**config.mk**
```make
export PLATFORM = sky130hd
export DESIGN_NAME = cache_fill_fsm_flat
export DESIGN_NICKNAME = d
export VERILOG_FILES = /design/src/rtl/cache_fill_fsm_pkg.sv /design/src/rtl/cache_fill_fsm_if.sv /design/src/rtl/cache_fill_fsm_fill_counter.sv /design/src/rtl/cache_fill_fsm.sv /design/src/flat_wrapper.sv
export SDC_FILE = /design/constraint.sdc
export NUM_CORES = 1
export LEC_CHECK = 0
export BUFFER_PORTS_ARGS = -buffer_cell sky130_fd_sc_hd__buf_2
export CAP_MARGIN = 10
export CORE_MARGIN = 3
export CORE_UTILIZATION = 48
export CTS_CLUSTER_DIAMETER = 30
export DETAILED_ROUTE_END_ITERATION = 10
export GPL_TIMING_DRIVEN = 0
export MAX_ROUTING_LAYER = met4
export PLACE_DENSITY = 0.85
export SYNTH_ARGS = -nofsm -noshare
export SYNTH_HDL_FRONTEND = slang
export SYNTH_HIERARCHICAL = 1
export SYNTH_SLANG_ARGS = --single-unit
```
**constraint.sdc**
```tcl
create_clock -name clk -period 3.1 [get_ports clk]
set_input_delay 0.31 -clock clk [delete_from_list [all_inputs] [get_ports clk]]
set_output_delay 0.31 -clock clk [all_outputs]
set_load 0.005 [all_outputs]
```
**src/rtl/cache_fill_fsm_pkg.sv**
```systemverilog
// Shared types and block-geometry constants for the cache miss fill controller.
// The block is 16 bytes, which is 8 words of 16 bits.
package cache_pkg;

  typedef enum logic {
    IDLE = 1'b0,
    FILL = 1'b1
  } fill_state_t;

  localparam int unsigned BLOCK_BYTES     = 16;
  localparam int unsigned WORDS_PER_BLOCK = 8;
  localparam int unsigned OFFSET_BITS     = 4;
  localparam int unsigned WORD_IDX_BITS   = 3;
  // One bit wider than the word index so that "all 8 done" is representable.
  localparam int unsigned CNT_BITS        = WORD_IDX_BITS + 1;

endpackage

```
**src/rtl/cache_fill_fsm_if.sv**
```systemverilog
// Cache/memory side signals of the fill controller.
// The master modport is the fill FSM; the slave modport is the cache plus memory.
interface cache_fill_fsm_if #(
  parameter int unsigned ADDR_WIDTH = 16
);
  import cache_pkg::*;

  logic                     miss_detected;
  logic [ADDR_WIDTH-1:0]    miss_address;
  logic                     fsm_busy;
  logic                     memory_req;
  logic [ADDR_WIDTH-1:0]    memory_address;
  logic [15:0]              memory_data;
  logic                     memory_data_valid;
  logic                     write_data_array;
  logic [WORD_IDX_BITS-1:0] fill_word;
  logic [15:0]              fill_data;
  logic                     write_tag_array;

  modport master (
    input  miss_detected, miss_address, memory_data, memory_data_valid,
    output fsm_busy, memory_req, memory_address,
    output write_data_array, fill_word, fill_data, write_tag_array
  );

  modport slave (
    output miss_detected, miss_address, memory_data, memory_data_valid,
    input  fsm_busy, memory_req, memory_address,
    input  write_data_array, fill_word, fill_data, write_tag_array
  );

endinterface

```
**src/rtl/cache_fill_fsm_fill_counter.sv**
```systemverilog
// Saturating word counter used for both issued requests and received words.
// Clear wins over enable; the count sticks at LIMIT, which raises done_o.
module fill_counter
  import cache_pkg::*;
#(
  parameter int unsigned LIMIT = WORDS_PER_BLOCK
) (
  input  logic                clk,
  input  logic                rst,
  input  logic                clr_i,
  input  logic                en_i,
  output logic [CNT_BITS-1:0] count_o,
  output logic                done_o
);

  logic [CNT_BITS-1:0] count_q, count_d;

  assign done_o  = (count_q == CNT_BITS'(LIMIT));
  assign count_o = count_q;

  always_comb begin
    count_d = count_q;
    if (clr_i) begin
      count_d = '0;
    end else if (en_i && !done_o) begin
      count_d = count_q + 1'b1;
    end
  end

  always_ff @(posedge clk or posedge rst) begin
    if (rst) begin
      count_q <= '0;
    end else begin
      count_q <= count_d;
    end
  end

endmodule

```
**src/rtl/cache_fill_fsm.sv**
```systemverilog
// Miss fill controller: issues 8 pipelined word reads for the missing block,
// streams each returned word into the data array, then writes the tag.
module cache_fill_fsm #(
  parameter int unsigned ADDR_WIDTH      = 16,
  parameter int unsigned WORDS_PER_BLOCK = 8,
  parameter int unsigned MEM_LATENCY     = 4
) (
  input logic              clk,
  input logic              rst,
  cache_fill_fsm_if.master bus
);
  import cache_pkg::*;

  // The FSM counts valids rather than cycles, so the memory latency never enters the logic.
  localparam int unsigned unused_mem_latency = MEM_LATENCY;

  localparam logic [ADDR_WIDTH-1:0] OFFSET_MASK = ADDR_WIDTH'(BLOCK_BYTES - 1);
  localparam logic [CNT_BITS-1:0]   LAST_WORD   = CNT_BITS'(WORDS_PER_BLOCK - 1);

  fill_state_t           state_q, state_d;
  logic [ADDR_WIDTH-1:0] base_q, base_d;

  logic                cnt_clr;
  logic                issue_en, recv_en;
  logic                issue_done, recv_done;
  logic [CNT_BITS-1:0] issue_cnt, recv_cnt;
  logic [CNT_BITS-1:0] issue_off;

  logic busy, req, wr, tag;

  fill_counter #(.LIMIT(WORDS_PER_BLOCK)) u_issue_cnt (
    .clk     (clk),
    .rst     (rst),
    .clr_i   (cnt_clr),
    .en_i    (issue_en),
    .count_o (issue_cnt),
    .done_o  (issue_done)
  );

  fill_counter #(.LIMIT(WORDS_PER_BLOCK)) u_recv_cnt (
    .clk     (clk),
    .rst     (rst),
    .clr_i   (cnt_clr),
    .en_i    (recv_en),
    .count_o (recv_cnt),
    .done_o  (recv_done)
  );

  always_ff @(posedge clk or posedge rst) begin
    if (rst) begin
      state_q <= IDLE;
      base_q  <= '0;
    end else begin
      state_q <= state_d;
      base_q  <= base_d;
    end
  end

  always_comb begin
    state_d  = state_q;
    base_d   = base_q;
    cnt_clr  = 1'b0;
    issue_en = 1'b0;
    recv_en  = 1'b0;
    busy     = 1'b0;
    req      = 1'b0;
    wr       = 1'b0;
    tag      = 1'b0;

    case (state_q)
      IDLE: begin
        if (bus.miss_detected) begin
          base_d  = bus.miss_address & ~OFFSET_MASK;
          cnt_clr = 1'b1;
          state_d = FILL;
        end
      end

      FILL: begin
        busy = 1'b1;
        if (!issue_done) begin
          req      = 1'b1;
          issue_en = 1'b1;
        end
        // Responses are tracked independently of requests; only the count matters.
        if (bus.memory_data_valid && !recv_done) begin
          wr      = 1'b1;
          recv_en = 1'b1;
          if (recv_cnt == LAST_WORD) begin
            tag     = 1'b1;
            state_d = IDLE;
          end
        end
      end

      default: begin
        state_d = IDLE;
      end
    endcase
  end

  // Once all requests are out the address freezes on the final word of the block.
  assign issue_off = issue_done ? LAST_WORD : issue_cnt;

  assign bus.fsm_busy         = busy;
  assign bus.memory_req       = req;
  assign bus.memory_address   = base_q + ADDR_WIDTH'({issue_off, 1'b0});
  assign bus.write_data_array = wr;
  assign bus.fill_word        = wr ? recv_cnt[WORD_IDX_BITS-1:0] : '0;
  assign bus.fill_data        = wr ? bus.memory_data : '0;
  assign bus.write_tag_array  = tag;

endmodule
```
**src/flat_wrapper.sv**
```systemverilog
// flat-port wrapper written by rule: the top's interface ports become plain ports
module cache_fill_fsm_flat import cache_pkg::*;
#(
  parameter int unsigned ADDR_WIDTH      = 16,
  parameter int unsigned WORDS_PER_BLOCK = 8,
  parameter int unsigned MEM_LATENCY     = 4
)
  (clk, rst, bus_miss_detected, bus_miss_address, bus_memory_data, bus_memory_data_valid, bus_fsm_busy, bus_memory_req, bus_memory_address, bus_write_data_array, bus_fill_word, bus_fill_data, bus_write_tag_array);
  cache_fill_fsm_if #(.ADDR_WIDTH(ADDR_WIDTH)) bus_i ();
  input logic clk;
  input logic rst;
  input wire logic [$bits(bus_i.miss_detected)-1:0] bus_miss_detected;
  input wire logic [$bits(bus_i.miss_address)-1:0] bus_miss_address;
  input wire logic [$bits(bus_i.memory_data)-1:0] bus_memory_data;
  input wire logic [$bits(bus_i.memory_data_valid)-1:0] bus_memory_data_valid;
  output wire logic [$bits(bus_i.fsm_busy)-1:0] bus_fsm_busy;
  output wire logic [$bits(bus_i.memory_req)-1:0] bus_memory_req;
  output wire logic [$bits(bus_i.memory_address)-1:0] bus_memory_address;
  output wire logic [$bits(bus_i.write_data_array)-1:0] bus_write_data_array;
  output wire logic [$bits(bus_i.fill_word)-1:0] bus_fill_word;
  output wire logic [$bits(bus_i.fill_data)-1:0] bus_fill_data;
  output wire logic [$bits(bus_i.write_tag_array)-1:0] bus_write_tag_array;
  assign bus_i.miss_detected = bus_miss_detected;
  assign bus_i.miss_address = bus_miss_address;
  assign bus_i.memory_data = bus_memory_data;
  assign bus_i.memory_data_valid = bus_memory_data_valid;
  assign bus_fsm_busy = bus_i.fsm_busy;
  assign bus_memory_req = bus_i.memory_req;
  assign bus_memory_address = bus_i.memory_address;
  assign bus_write_data_array = bus_i.write_data_array;
  assign bus_fill_word = bus_i.fill_word;
  assign bus_fill_data = bus_i.fill_data;
  assign bus_write_tag_array = bus_i.write_tag_array;
  cache_fill_fsm #(.ADDR_WIDTH(ADDR_WIDTH), .WORDS_PER_BLOCK(WORDS_PER_BLOCK), .MEM_LATENCY(MEM_LATENCY)) u_core (.clk(clk), .rst(rst), .bus(bus_i));
endmodule
```
# --- After elaboration in Yosys (flattened, before gate mapping) ---
# Cells that the tools add are included.
word_totals:
  register_bits: 21
  inputBits: 36
  output_inout_bits: 39
classes:
  addsub: 3
  n_eq_ne: 3
  muxes: 20
  n_bitwise: 1
  n_reduce_logical: 8
ops:
  columns: ["operator", "count"]
  rows:
  - ["4-bit 2-to-1 mux", 5]
  - ["16-bit by 5-bit adder with 16-bit output", 1]
  - ["16-bit 2-to-1 mux", 1]
  - ["1-bit 2-to-1 mux", 12]
  - ["4-bit by 1-bit adder with 4-bit output, second input constant", 2]
  - ["4-bit == test, second input constant", 2]
  - ["4-bit by 3-bit == test with 1-bit output, second input constant", 1]
  - ["2-bit nonzero test", 2]
  - ["1-bit logical AND", 3]
  - ["3-bit 2-to-1 mux", 1]
  - ["1-bit zero test", 2]
  - ["1-bit case mux with 2 select lines", 1]
  - ["2-bit AND reduction", 1]
  - ["1-bit inverter", 1]

# --- Longest topological paths before layout ---
depth:
  depth_word: 8
  depth_mapped: 10
  ltp_nobuf: 10

# --- By module ---
# Netlist, hierarchy kept.
modules_own_cells:
  columns: ["mod", "n_inst", "cells_per_inst", "area_each_um2", "seq_area_each_um2"]
  rows:
  - ["cache_fill_fsm", 1, 95, 899.6, 325.3]
  - ["fill_counter", 2, 25, 236.5, 100.1]

# --- Worst setup path before layout ---
# Ideal clock, no wire load.
synth_path:
  path_type: "register to output"
  from: "reg u_core.u_issue_cnt.count_q[0] (netlist: u_core/u_issue_cnt/count_o[0])"
  to: "out bus_memory_address[12]"
  arrival_ns: 1.743
  t_required_ns: 2.790
  setup_slack_ns: 1.047
  path_stages_with_launch: 11
  path_buffers: 0
  path_cell_list: "dfrtp_1 inv_1 ha_1 nand2_1 nor2_1 nor2b_1 ha_1 ha_1 nand3_1 nor3_1 xor2_1"
synth_between:
  elab_chain_cells: 3
synth_rtl:
  columns: ["element", "line", "text"]
  rows:
  - ["from (decl)", "cache_fill_fsm_fill_counter.sv:16", "logic [CNT_BITS-1:0] count_q, count_d;"]
  - ["from (signal assigned)", "cache_fill_fsm_fill_counter.sv:34", "count_q <= count_d;"]
  - ["4-bit == test", "cache_fill_fsm_fill_counter.sv:18", "assign done_o = (count_q == CNT_BITS'(LIMIT));"]
  - ["named net u_core.issue_done", "cache_fill_fsm.sv:25", "logic issue_done, recv_done;"]
  - ["4-bit 2-to-1 mux", "cache_fill_fsm.sv:103", "assign issue_off = issue_done ? LAST_WORD : issue_cnt;"]
  - ["16-bit by 5-bit adder with 16-bit output", "cache_fill_fsm.sv:107", "assign bus.memory_address = base_q + ADDR_WIDTH'({issue_off, 1'b0});"]
  - ["to (decl)", "flat_wrapper.sv:18", "output wire logic [$bits(bus_i.memory_address)-1:0] bus_memory_address;"]
# The timed path passes the listed nets, and every way through them passes these cells.

# --- Worst setup path in the final report ---
layout_path:
  from: "reg u_core.u_issue_cnt.count_q[0] (netlist: u_core/u_issue_cnt/count_o[0])"
  to: "out bus_memory_address[14]"
# The elaborated chain is that of the path after synthesis.

==> summary.txt <==
Status -> completed
CP endpoint kind -> output port
Seq/Total Area, Yosys -> 0.383
Root Buffer -> clkbuf_4
Largest net degree at the start of global routing -> 22
N_diodes -> 0
CTS tree -> done
CP Class -> reg2out
Post-Synth Simple-Gate Area -> 0.284
LEAKAGE -> 0.000982 uW
Chip width -> 59.5 um
Fin area -> 1790 sq um
Antenna viol nets, final -> 0
IO Count -> 75
Xor/xnor share of the synthesized area -> 0.0766
Main combinational cell family by area after synthesis -> simple AND/OR/NAND/NOR gates
Final HPWL DP -> 2330 um
Reg clk slew, reported paths -> 0.11 ns
Initial antenna violation count -> 0
Fin. max-slew vios -> 0
Adder-cell share of the synthesized area -> 0.0638
Final TNS setup -> 0 ns
Area leader, netlist -> dfrtp_1
Max-cap viol count -> 0
Fillers -> 224
Final hold vios -> 0
Syn Nets -> 188
Global placer's final weighted congestion -> 0.819
Row cnt -> 18
Die Y -> 59.5 um
RSZ-0062 raised after global routing -> no
Arr. time, crit path -> 2.40 ns
Max Freq -> 0.368 GHz
Core Area -> 2590 sq um
Mapped Cells -> 145
Switching share of power -> 0.386
PortBufs -> 69
Setup bufs post-CTS -> 0
Register area -> 526 sq um
Final setup violation count -> 0
Mux share of post-synthesis cell area -> 0.110
Worst vdd ir -> 0.557 mV
# H-tree levels -> 1
Sw Pwr -> 551 uW
Flops & latches, synth -> 21
Clock Sinks -> 21
Asr flop ratio synth -> 1.00
Compound-Gate Fraction of Synth Area -> 0.0292
Dominant cells by area after synthesis -> dfrtp_1 38%, and2_1 8.7%, mux2_2 7.4%
EDFF count, synth -> 0
Dpl cell area -> 1760 sq um
Routed WL -> 2820 um
Register share of total power -> 0.394
Global-route wire length before repair -> 4650 um
GR Util All Layers -> 0.174
Crit path launch type -> register
Vias -> 1186
Area of the multi-input gates -> 778 sq um
Combinational fraction of design power -> 0.517
Power density over cell area -> 796 nW/um^2
Skew final -> 0.00555 ns
Pint -> 875 uW
NumNets Final -> 263
Layout cell share with drive strength beyond 1 -> 0.420
Clk_lat worst skew -> 0.30 ns
Syn. warnings -> 6
Most used DFF post-synth -> dfrtp_1
Starting DRC count in detailed routing -> 49
Max FO, Critical Path -> 5
TritonCTS Buffers -> 3
Max Root-Sink Buffers -> 2
Final period util -> 0.876
Mapped cell area -> 1370 sq um
Top-count cell post-synth -> dfrtp_1
Worst Path Required -> 2.79 ns
1st-pass router iterations -> 4
Routed vias/inst -> 4.76
GRT overflow -> 0
Post-synth cell types -> 31
Post-synthesis average cell area -> 9.47 sq um
Vias in the first global route -> 1150
Min-Delay Path Class -> in2reg
Drt drc -> 0
Initial core utilization -> 0.530
Yosys top cell area share -> 0.383
Routed len/inst -> 11.3 um
Clock power frac -> 0.089
Die ar. -> 3540 sq um
Tmin final -> 2.71 ns
Synth cell count leaders -> 21 x dfrtp_1, 19 x and2_1, 13 x nor2_1
Synth-to-Final Area Change -> 30.5%
==> cell usage in the layout (no fill, tap or decap), types with 2 or more instances in the layout <==
cell type   n
buf_2      70
dfrtp_1    21
and2_1     19
nor2_1     13
nand2_1    11
inv_1      10
mux2_2      9
xor2_1      8
ha_1        7
xnor2_1     4
nand2b_1    4
clkbuf_4    3
clkbuf_1    3
nor2b_1     3
o21ai_0     3
nand3_1     3
nor3_1      3
or2_2       3
and3b_1     2
o21a_1      2
mux2i_1     2
or3b_1      2
a21oi_1     2
nand4_1     2
mux2_4      2
==> flip-flops by register name, summed over array words and instances, names as in the netlist <==
signal	flops
u_core/base_q	12
u_core/u_issue_cnt/count_o	4
u_core/u_recv_cnt/count_o	4
u_core/state_q	1
==> path summary, 6_finish.rpt <==
| path | startpoint | slack, ns | cells past startpoint | to |
|---|---|---|---|---|
| worst max-delay path | u_core/u_issue_cnt/count_o[0]$_DFFE_PP0P_ | 0.39 | 11 | bus_memory_address[14] |
| worst min-delay path | bus_miss_address[8] | 0.21 | 3 | u_core/base_q[8]$_DFFE_PP0P_ |
| worst max register to register | u_core/u_recv_cnt/count_o[0]$_DFFE_PP0P_ | 0.98 | 9 | u_core/u_recv_cnt/count_o[2]$_DFFE_PP0P_ |
| worst min register to register | u_core/base_q[15]$_DFFE_PP0P_ | 0.54 | 1 | u_core/base_q[15]$_DFFE_PP0P_ |
| max in group asynchronous | rst | 2.19 | 3 | u_core/base_q[13]$_DFFE_PP0P_ |
| min in group asynchronous | rst | 0.45 | 3 | u_core/u_recv_cnt/count_o[3]$_DFFE_PP0P_ |
==> cell type report <==
cell class	count	area share
plain buffers	5	0.0175
flip-flops and latches	21	0.293
repair buffers	70	0.198
multi-input cells	109	0.434
inverters	10	0.0209
well taps	30	0.0209
clock buffers	4	0.0147
==> kinds of logic after synthesis <==
kind of cell,after synthesis
AND/OR/NAND/NOR,69
flip-flops,21
buffers and inverters,15
multiplexers,13
XOR/XNOR,12
adder cells (fa/ha/maj),7
AO/OA/AOI/OAI,7
other,1
==> layer usage <==
| metal | share of wire | GRT usage | routed length [um] |
|---|---|---|---|
| met5 | 0 | - | 0 |
| met4 | 0.0060 | 0.0485 | 17 |
| met3 | 0.083 | 0.0283 | 234 |
| met2 | 0.48 | 0.287 | 1360 |
| met1 | 0.43 | 0.220 | 1210 |
==> critical path, cell delays in order, from the launching register on <==
cell and delay, ns:
dfrtp_1 0.43, inv_1 0.08, ha_1 0.20, nand2_1 0.09, nor2_1 0.08, nor2b_1 0.18, ha_1 0.18, ha_1 0.19
nand3_1 0.18, nor3_1 0.22, xnor2_1 0.15, buf_2 0.13
==> repair_timing <==
item / in CTS / in global routing
hold buffers: 1 / 0
setup endpoints to repair: 0 / 0
resized for setup: 0 / 0
endpoints found under the hold margin: 8 / 0
==> power groups by stage <==
stage          Clock [uW]  Sequential (uW)  Combinational (uW)
6_report              127              562                 737
5_1_grt               144              587                 839
4_1_cts               134              562                 751
3_5_place_dp            0              568                 748
3_3_place_gp            0              559                 730
2_1_floorplan           0              529                 509
==> stage by stage <==
| stage | std cells | hold WS (ns) | power [uW] | setup WS [ns] | util |
|---|---|---|---|---|---|
| floorplan | 145 | 0.0761 | 1040 | 1.05 | - |
| global placement | 244 | 0.225 | 1290 | 0.757 | 0.678 |
| detailed placement | 244 | 0.225 | 1320 | 0.716 | 0.678 |
| CTS | 249 | 0.214 | 1450 | 0.366 | 0.692 |
| global route | 249 | 0.215 | 1570 | 0.120 | 0.692 |
| finish | 249 | 0.212 | 1430 | 0.386 | 0.692 |
No activity file was read; power rests on OpenSTA's default activity.
